[config.mk]
export PLATFORM = sky130hd
export DESIGN_NAME = gradient_kernel_pipeline
export DESIGN_NICKNAME = d
export VERILOG_FILES = /design/src/rtl/gradient_kernel_pipeline.sv
export SDC_FILE = /design/constraint.sdc
export NUM_CORES = 1
export LEC_CHECK = 0
export CAP_MARGIN = 20
export CORE_ASPECT_RATIO = 0.6
export CORE_MARGIN = 8
export CORE_UTILIZATION = 60
export CTS_CLUSTER_DIAMETER = 200
export DETAILED_ROUTE_END_ITERATION = 12
export PLACE_DENSITY = 0.84
export SETUP_SLACK_MARGIN = 0.5
export SYNTH_ARGS = -nofsm -noshare
export SYNTH_HDL_FRONTEND = slang
export SYNTH_SLANG_ARGS = --single-unit
[constraint.sdc]
create_clock -name clk -period 7.8 [get_ports clk]
set_input_delay 1.56 -clock clk [delete_from_list [all_inputs] [get_ports clk]]
set_output_delay 1.56 -clock clk [all_outputs]
set_load 0.02 [all_outputs]
[src/rtl/gradient_kernel_pipeline.sv]
// Generalised Sobel gradient stage: one KxK window per transfer in, signed Gx/Gy,
// saturated magnitude and edge flag out through a four-stage valid/ready pipeline.
module gradient_kernel_pipeline #(
   parameter  int DATA_WIDTH  = 8,
   parameter  int KERNEL_SIZE = 5,
   parameter  int MAG_WIDTH   = 16,
   localparam int C           = (KERNEL_SIZE - 1) / 2,
   localparam int SUMW        = (C * (C + 1) * (C + 1) * (C + 1)) / 2,
   localparam int GW          = DATA_WIDTH + $clog2(SUMW + 1) + 1
) (
   input  logic                  clk,
   input  logic                  aresetn,
   input  logic [DATA_WIDTH-1:0] i_window [0:KERNEL_SIZE-1][0:KERNEL_SIZE-1],
   input  logic                  i_valid,
   input  logic                  i_sof,
   input  logic                  i_eol,
   output logic                  o_ready,
   input  logic                  i_mode,
   input  logic [MAG_WIDTH-1:0]  i_threshold,
   output logic signed [GW-1:0]  o_gx,
   output logic signed [GW-1:0]  o_gy,
   output logic [MAG_WIDTH-1:0]  o_mag,
   output logic                  o_edge,
   output logic                  o_valid,
   output logic                  o_sof,
   output logic                  o_eol,
   input  logic                  i_out_ready
);

   // Magnitude is formed one bit wider than a gradient so the L1 sum cannot wrap.
   localparam int SW = ((GW + 1) > MAG_WIDTH) ? (GW + 1) : MAG_WIDTH;
   localparam logic [SW-1:0] MAG_MAX = SW'({MAG_WIDTH{1'b1}});

   if ((KERNEL_SIZE < 3) || (KERNEL_SIZE > 7) || ((KERNEL_SIZE % 2) == 0)) begin : g_bad_kernel
      $error("gradient_kernel_pipeline: KERNEL_SIZE must be odd and within 3..7");
   end

   logic                 en;
   logic                 v1, v2, v3;
   logic                 sof1, sof2, sof3;
   logic                 eol1, eol2, eol3;
   logic signed [GW-1:0] row_gx_d [KERNEL_SIZE];
   logic signed [GW-1:0] col_gy_d [KERNEL_SIZE];
   logic signed [GW-1:0] row_gx_q [KERNEL_SIZE];
   logic signed [GW-1:0] col_gy_q [KERNEL_SIZE];
   logic signed [GW-1:0] gx_d, gy_d, gx2, gy2, gx3, gy3;
   logic [GW-1:0]        ax_d, ay_d, ax3, ay3;
   logic [SW-1:0]        mag_d;
   logic                 edge_d;

   assign en      = ~o_valid | i_out_ready;
   assign o_ready = en;

   // S1: horizontal taps weighted by column offset per row, vertical taps by row offset per column.
   always_comb begin
      logic signed [GW-1:0] pix;
      logic signed [GW-1:0] acc;
      pix = '0;
      acc = '0;
      for (int r = 0; r < KERNEL_SIZE; r++) begin
         acc = '0;
         for (int c = 0; c < KERNEL_SIZE; c++) begin
            pix = $signed({{(GW-DATA_WIDTH){1'b0}}, i_window[r][c]});
            acc = acc + (GW'(c - C) * pix);
         end
         row_gx_d[r] = acc;
      end
      for (int c = 0; c < KERNEL_SIZE; c++) begin
         acc = '0;
         for (int r = 0; r < KERNEL_SIZE; r++) begin
            pix = $signed({{(GW-DATA_WIDTH){1'b0}}, i_window[r][c]});
            acc = acc + (GW'(r - C) * pix);
         end
         col_gy_d[c] = acc;
      end
   end

   // S2: apply the triangular smoothing weight C+1-|i-C| across rows (Gx) and columns (Gy).
   always_comb begin
      logic signed [GW-1:0] wgt;
      logic signed [GW-1:0] acc_x;
      logic signed [GW-1:0] acc_y;
      wgt   = '0;
      acc_x = '0;
      acc_y = '0;
      for (int i = 0; i < KERNEL_SIZE; i++) begin
         wgt   = GW'(C + 1 - ((i >= C) ? (i - C) : (C - i)));
         acc_x = acc_x + (wgt * row_gx_q[i]);
         acc_y = acc_y + (wgt * col_gy_q[i]);
      end
      gx_d = acc_x;
      gy_d = acc_y;
   end

   // S3: absolute values; the most negative code is unreachable so negation is safe.
   always_comb begin
      ax_d = gx2[GW-1] ? $unsigned(-gx2) : $unsigned(gx2);
      ay_d = gy2[GW-1] ? $unsigned(-gy2) : $unsigned(gy2);
   end

   // S4: magnitude per mode, saturated, plus the threshold compare for valid windows only.
   always_comb begin
      logic [SW-1:0] ax_w, ay_w, mx, mn, raw;
      ax_w   = SW'(ax3);
      ay_w   = SW'(ay3);
      mx     = (ax_w >= ay_w) ? ax_w : ay_w;
      mn     = (ax_w >= ay_w) ? ay_w : ax_w;
      raw    = '0;
      mag_d  = '0;
      edge_d = 1'b0;
      case (i_mode)
         1'b0:    raw = ax_w + ay_w;
         1'b1:    raw = mx + {1'b0, mn[SW-1:1]};
         default: raw = ax_w + ay_w;
      endcase
      if (raw > MAG_MAX) begin
         mag_d = MAG_MAX;
      end else begin
         mag_d = raw;
      end
      edge_d = v3 & (mag_d[MAG_WIDTH-1:0] >= i_threshold);
   end

   // Valid and sideband bits move with the global enable; bubbles carry sof=eol=0.
   always_ff @(posedge clk or negedge aresetn) begin
      if (!aresetn) begin
         v1      <= 1'b0;
         v2      <= 1'b0;
         v3      <= 1'b0;
         o_valid <= 1'b0;
         sof1    <= 1'b0;
         sof2    <= 1'b0;
         sof3    <= 1'b0;
         o_sof   <= 1'b0;
         eol1    <= 1'b0;
         eol2    <= 1'b0;
         eol3    <= 1'b0;
         o_eol   <= 1'b0;
      end else if (en) begin
         v1      <= i_valid;
         v2      <= v1;
         v3      <= v2;
         o_valid <= v3;
         sof1    <= i_sof & i_valid;
         sof2    <= sof1;
         sof3    <= sof2;
         o_sof   <= sof3;
         eol1    <= i_eol & i_valid;
         eol2    <= eol1;
         eol3    <= eol2;
         o_eol   <= eol3;
      end
   end

   // Datapath registers share the same enable so a stall freezes every stage together.
   always_ff @(posedge clk or negedge aresetn) begin
      if (!aresetn) begin
         row_gx_q <= '{default: '0};
         col_gy_q <= '{default: '0};
         gx2      <= '0;
         gy2      <= '0;
         gx3      <= '0;
         gy3      <= '0;
         ax3      <= '0;
         ay3      <= '0;
         o_gx     <= '0;
         o_gy     <= '0;
         o_mag    <= '0;
         o_edge   <= 1'b0;
      end else if (en) begin
         row_gx_q <= row_gx_d;
         col_gy_q <= col_gy_d;
         gx2      <= gx_d;
         gy2      <= gy_d;
         gx3      <= gx2;
         gy3      <= gy2;
         ax3      <= ax_d;
         ay3      <= ay_d;
         o_gx     <= gx3;
         o_gy     <= gy3;
         o_mag    <= mag_d[MAG_WIDTH-1:0];
         o_edge   <= edge_d;
      end
   end

endmodule

# Word-level counts from Yosys, hierarchy flattened
# Index checks and enable logic that the tools add are counted.
totals:
  register_bits: 277
  latch_bits: 0
  mem_bits_rw: 0
  rom_bits: 0
  elab_cells: 109
  memories: 0
classes:
  add_sub_neg: 60
  multipliers: 2
  n_div: 0
  magnitude_cmp: 3
  n_eq_ne: 0
  shifts: 0
  mux: 6
  n_bitwise: 6
  reduce_logical: 0
ops:
  columns: ["operator", "n"]
  rows:
  - ["$add 14x14->14", 14]
  - ["$neg 8->13", 8]
  - ["$add 14x10->14", 6]
  - ["$add 14x9->14", 6]
  - ["$neg 8->14", 6]
  - ["$mux 14", 4]
  - ["$add 13x10->13", 4]
  - ["$add 13x13->13", 4]
  - ["$add 13x9->13", 4]
  - ["$neg 8->12", 4]
  - ["$pmux 16 s2", 1]
  - ["$mul 3x14->14 const A", 2]
  - ["$neg 14->14", 2]
  - ["$ge 16x16->1", 1]
  - ["$gt 16x16->1 const B", 1]
  - ["$mux 16", 1]
  - ["$add 14x13->15", 1]
  - ["$add 14x14->15", 1]
  - ["$ge 14x14->1", 1]
  - ["$and 1x1->1", 3]
  - ["$not 1->1", 2]
  - ["$or 1x1->1", 1]

# Longest topological paths before layout
depth:
  word_depth: 8
  ltp_mapped: 29
  ltp_nobuf: 26

# Least setup slack after synthesis
# OpenSTA, ideal clock, no wires.
synth_timing:
  kind: "flip-flop to flip-flop"
  start: "reg ax3[9]"
  end: "reg o_edge"
  setup_ns: 0.124
  t_arrival_ns: 5.215
  slack_ns: 2.461
  path_stages_with_launch: 24
  n_path_buf: 3
  period_less_slack_ns: 5.339
  path_cell_list: "dfrtp_1 ha_1 clkbuf_1 a211oi_1 o211ai_1 a221oi_1 a21oi_1 o21ai_1 nor2b_1 clkbuf_1 buf_2 mux2_1 ha_1 a21oi_1 nand2_1 o211a_1 a2111oi_0 a21oi_1 xnor2_1 mux2_2 ha_1 a21o_1 a211oi_1 o2bb2ai_1"
synth_via:
  elab_chain_cells: 8
synth_lines:
  columns: ["item", "line_no", "rtl"]
  rows:
  - ["start, declared", "47", "logic [GW-1:0] ax_d, ay_d, ax3, ay3;"]
  - ["start signal, assigned", "164", "ax3 <= '0;"]
  - ["start signal, assigned", "177", "ax3 <= ax_d;"]
  - ["$ge 14x14->1", "106, 107", null]
  - ["$mux 14 (on tied branches)", "106, 107", null]
  - ["$add 14x13->15", "113", "1'b1: raw = mx + {1'b0, mn[SW-1:1]};"]
  - ["$pmux 16 s2 *", "111", "case (i_mode)"]
  - ["$gt 16x16->1", "116", "if (raw > MAG_MAX) begin"]
  - ["$mux 16 *", "116", null]
  - ["net mag_d[13]", "48", "logic [SW-1:0] mag_d;"]
  - ["$ge 16x16->1 *", "121", "edge_d = v3 & (mag_d[MAG_WIDTH-1:0] >= i_threshold);"]
  - ["$and 1x1->1 *", "121", null]
  - ["end signal, assigned", "182", "o_edge <= edge_d;"]
  - ["end, declared", "23", "output logic o_edge,"]
# The timed path passes the listed nets; every way through them passes the cells marked *. The select of a mux whose other input is x is not followed.
# A chain may end at the register's enable or synchronous reset.

# Worst setup path after layout
layout_timing:
  start: "reg ay3[4]"
  end: "reg o_edge"
layout_via:
  elab_chain_cells: 8
layout_lines:
  columns: ["item", "line_no", "rtl"]
  rows:
  - ["start, declared", "47", null]
  - ["start signal, assigned", "178", "ay3 <= ay_d;"]
  - ["$ge 14x14->1", "106, 107", null]
  - ["$mux 14 (on tied branches)", "106, 107", null]
  - ["$add 14x13->15", "113", null]
  - ["$pmux 16 s2 *", "111", null]
  - ["$gt 16x16->1", "116", null]
  - ["$mux 16 *", "116", null]
  - ["net mag_d[13]", "48", null]
  - ["$ge 16x16->1 *", "121", null]
  - ["$and 1x1->1 *", "121", null]
# Marked as above.

==> key figures <==
Route
  • DR pass1 iterations: 5
  • Vias per inst: 5.61
  • Routed Antenna Nets: 0
  • Total Wirelength: 77,500 um
  • DRC: 0
  • Routed wire per std cell: 20.1 um
  • DR iter-0 viols: 1,948
  • Vias: 21,600

CTS
  • Num CTS Buffers: 27
  • Clk root buf: clkbuf_16
  • CTS max path bufs: 3
  • Postcts setup bufs: 0
  • Clk slew on worst S/H paths: 0.07 ns
  • Post-cts resize count: 0
  • CTS tree: done
  • Clk_lat worst skew: 0.57 ns
  • Cts-stage hold buffer count: 0
  • H-tree lvl count: 1
  • Clock sinks: 274

Logic synthesis
  • Ys Warns: 0
  • Ranking of synthesized cells by area: dfrtp_1, fa_1, ha_1, inv_1, nand2_1
  • Synth top area share: 25.6%
  • Syn Nets: 3,774
  • Top_reg_cell synth: dfrtp_1
  • Synth area leader: dfrtp_1
  • Syn Inst Count: 3,010
  • Post-synthesis instance area: 26,700 um^2
  • Seq/Total Area, Yosys: 25.6%
  • Post-synth ARST share: 100%
  • Post-synth cell types: 70
  • Synthesized area per cell: 8.89 um^2
  • Flop and latch count out of synthesis: 274
  • Post-synth EDFFs: 0

STA
  • Final Max Slew Viols: 0
  • Final Setup Violations: 0
  • Final Hold Vio Count: 0
  • Sum Neg Setup Slack: 0 ns
  • Clock skew: 0.0116 ns
  • RSZ-0062 raised after global routing: false
  • Slew @ Worst Pin: 1.03 ns
  • Slew headroom: 31.0%
  • Post-layout min period: 6.85 ns
  • Period utilisation layout: 87.8%
  • Fmax: 146 MHz

Setup path
  • Worst path max stage delay: 0.75 ns
  • CP Capture Type: flip-flop
  • Critical Path, Cell by Cell: inv_1 > ha_1 > a21oi_1 > a21boi_0 > o31ai_1 > a21oi_1 > o21ai_1 > nor2b_2 > buf_4 > mux2_1 > ha_1 > nand3_1 > o211ai_1 > o211a_1 > a2111oi_0 > a21oi_1 > xnor2_1 > mux2_2 > ha_1 > a21o_1 > a211oi_1 > o2bb2ai_1
  • WP buf/inv: 2
  • Slowest CP cell: a2111oi_0
  • CP max FO: 14
  • Kind of critical path: reg -> reg
  • Type of origin of the critical path: flip-flop
  • Worst EP required: 8.25 ns
  • Crit path DAT: 7.29 ns
  • CP delay by family, top: compound AO/OA/AOI/OAI gates

GRT
  • Global-route wire length before repair: 123,000 um
  • Largest net degree at the start of global routing: 172
  • Grt ovf: 0
  • Initial antenna violation count: 12
  • Gr usage total: 29.9%
  • Vias in the first global route: 22,200

Status
  • Status: finished, final reports clean

Layout
  • Most frequent cells in the layout: inv_1, nand2_1, ha_1, dfrtp_1, clkdlybuf4s50_1
  • Layout cells sized above 1: 2.58%
  • Regs by FF count: col_gy_q: 68 flops, row_gx_q: 68 flops, o_mag: 15 flops
  • Area growth from synthesis to layout: 15.4%
  • Commonest non-fill, non-tap cell in the layout: inv_1
  • # nets final: 3,996

Place
  • DP HPWL: 64,100 um
  • GP Congestion: 1.03
  • Port bufs: 262

Floorplanning
  • FP Rows: 60
  • Die width: 289 um
  • CORE AREA: 44,400 um^2
  • Die height: 180 um
  • Die Area: 51,800 um^2
  • # IOs: 272
  • Initial core utilization: 60.3%

Job
  • Maxcap violations: 0

Hold path
  • Worst hold path type: reg -> reg
[logic make-up after synthesis]
logic type	Yosys count	share of synthesized area, %
AO/OA/AOI/OAI	493	11.4
multiplexers	29	1.20
XOR/XNOR	211	6.91
buffers and inverters	581	8.21
adder cells (fa/ha/maj)	541	32.3
other	1	0.0140
flip-flops	274	25.6
AND/OR/NAND/NOR	880	14.4
[worst paths after layout]
kind / depth (start not counted) / endpoint / slack (ns) / from
hold reg to reg: 2 / o_gx[8] / 0.47 / o_gx[8]
min in group asynchronous: 1 / o_gx[7] / 1.01 / aresetn
setup / recovery: 22 / o_edge / 0.95 / ay3[4]
setup reg to reg: 22 / o_edge / 0.95 / ay3[4]
max in group asynchronous: 2 / row_gx_q[13] / 5.32 / aresetn
hold / removal: 2 / o_gx[8] / 0.47 / o_gx[8]
[layer usage]
layer	global-route usage, %	share of wire, %	up-vias
met1	43.1	45	10600
met5	0	0.035	-
met3	6.68	8.1	106
met2	46.0	44	677
li1	-	-	10200
met4	6.15	2.1	4
[worst reg2reg max path, stage by stage (launching register included)]
cell	delay, ns
dfrtp_1	0.40
inv_1	0.08
ha_1	0.39
a21oi_1	0.18
a21boi_0	0.16
o31ai_1	0.68
a21oi_1	0.19
o21ai_1	0.15
nor2b_2	0.62
buf_4	0.29
mux2_1	0.34
ha_1	0.35
nand3_1	0.10
o211ai_1	0.25
o211a_1	0.31
a2111oi_0	0.75
a21oi_1	0.19
xnor2_1	0.18
mux2_2	0.27
ha_1	0.29
a21o_1	0.18
a211oi_1	0.29
o2bb2ai_1	0.10
[final cells by class]
| class | instances | area (um^2) |
|---|---|---|
| clock inverter | 14 | 201 |
| multi-input combinational | 2155 | 17700 |
| antenna | 10 | 25.0 |
| timing repair buffer | 273 | 2720 |
| clock buffer | 33 | 738 |
| fill | 3419 | 13500 |
| tap | 589 | 737 |
| inverter | 501 | 1890 |
| sequential | 274 | 6860 |
[metrics by stage]
stage	hold WS [ns]	cells	cell area, um^2	setup slack, ns	util (%)
6_report	0.466	3849	30900	0.952	69.6
4_1_cts	0.469	3838	30800	1.11	69.5
5_1_grt	0.490	3849	30900	0.509	69.6
3_5_place_dp	0.455	3791	29900	1.13	67.4
3_3_place_gp	0.448	3791	29900	1.27	67.4
2_1_floorplan	0.439	3010	26700	2.46	-
[synthesized netlist by cell type (all sizes together), types with 3 or more instances]
cell,number
nand3,29
nand2,407
or4,3
o211a,7
a21oi,169
or3,34
and2,5
dfrtp,274
nor2b,30
a31oi,11
and3,20
clkbuf,63
mux2,21
fa,248
a2111o,3
nor2,226
nor4,8
a21boi,17
o41ai,11
o21ai,133
o22ai,3
nand2b,19
o21bai,7
o21a,27
or2,5
clkinv,3
a2111oi,5
a211oi,5
inv,498
o31ai,49
nor3b,5
nor3,69
nand3b,8
a21o,25
xnor2,121
mux2i,8
o211ai,7
buf,17
a41oi,3
xor2,90
nand4,7
ha,293
Power is not shown: default switching activity piles up to over one toggle a cycle in this logic, so the estimate is an artifact.
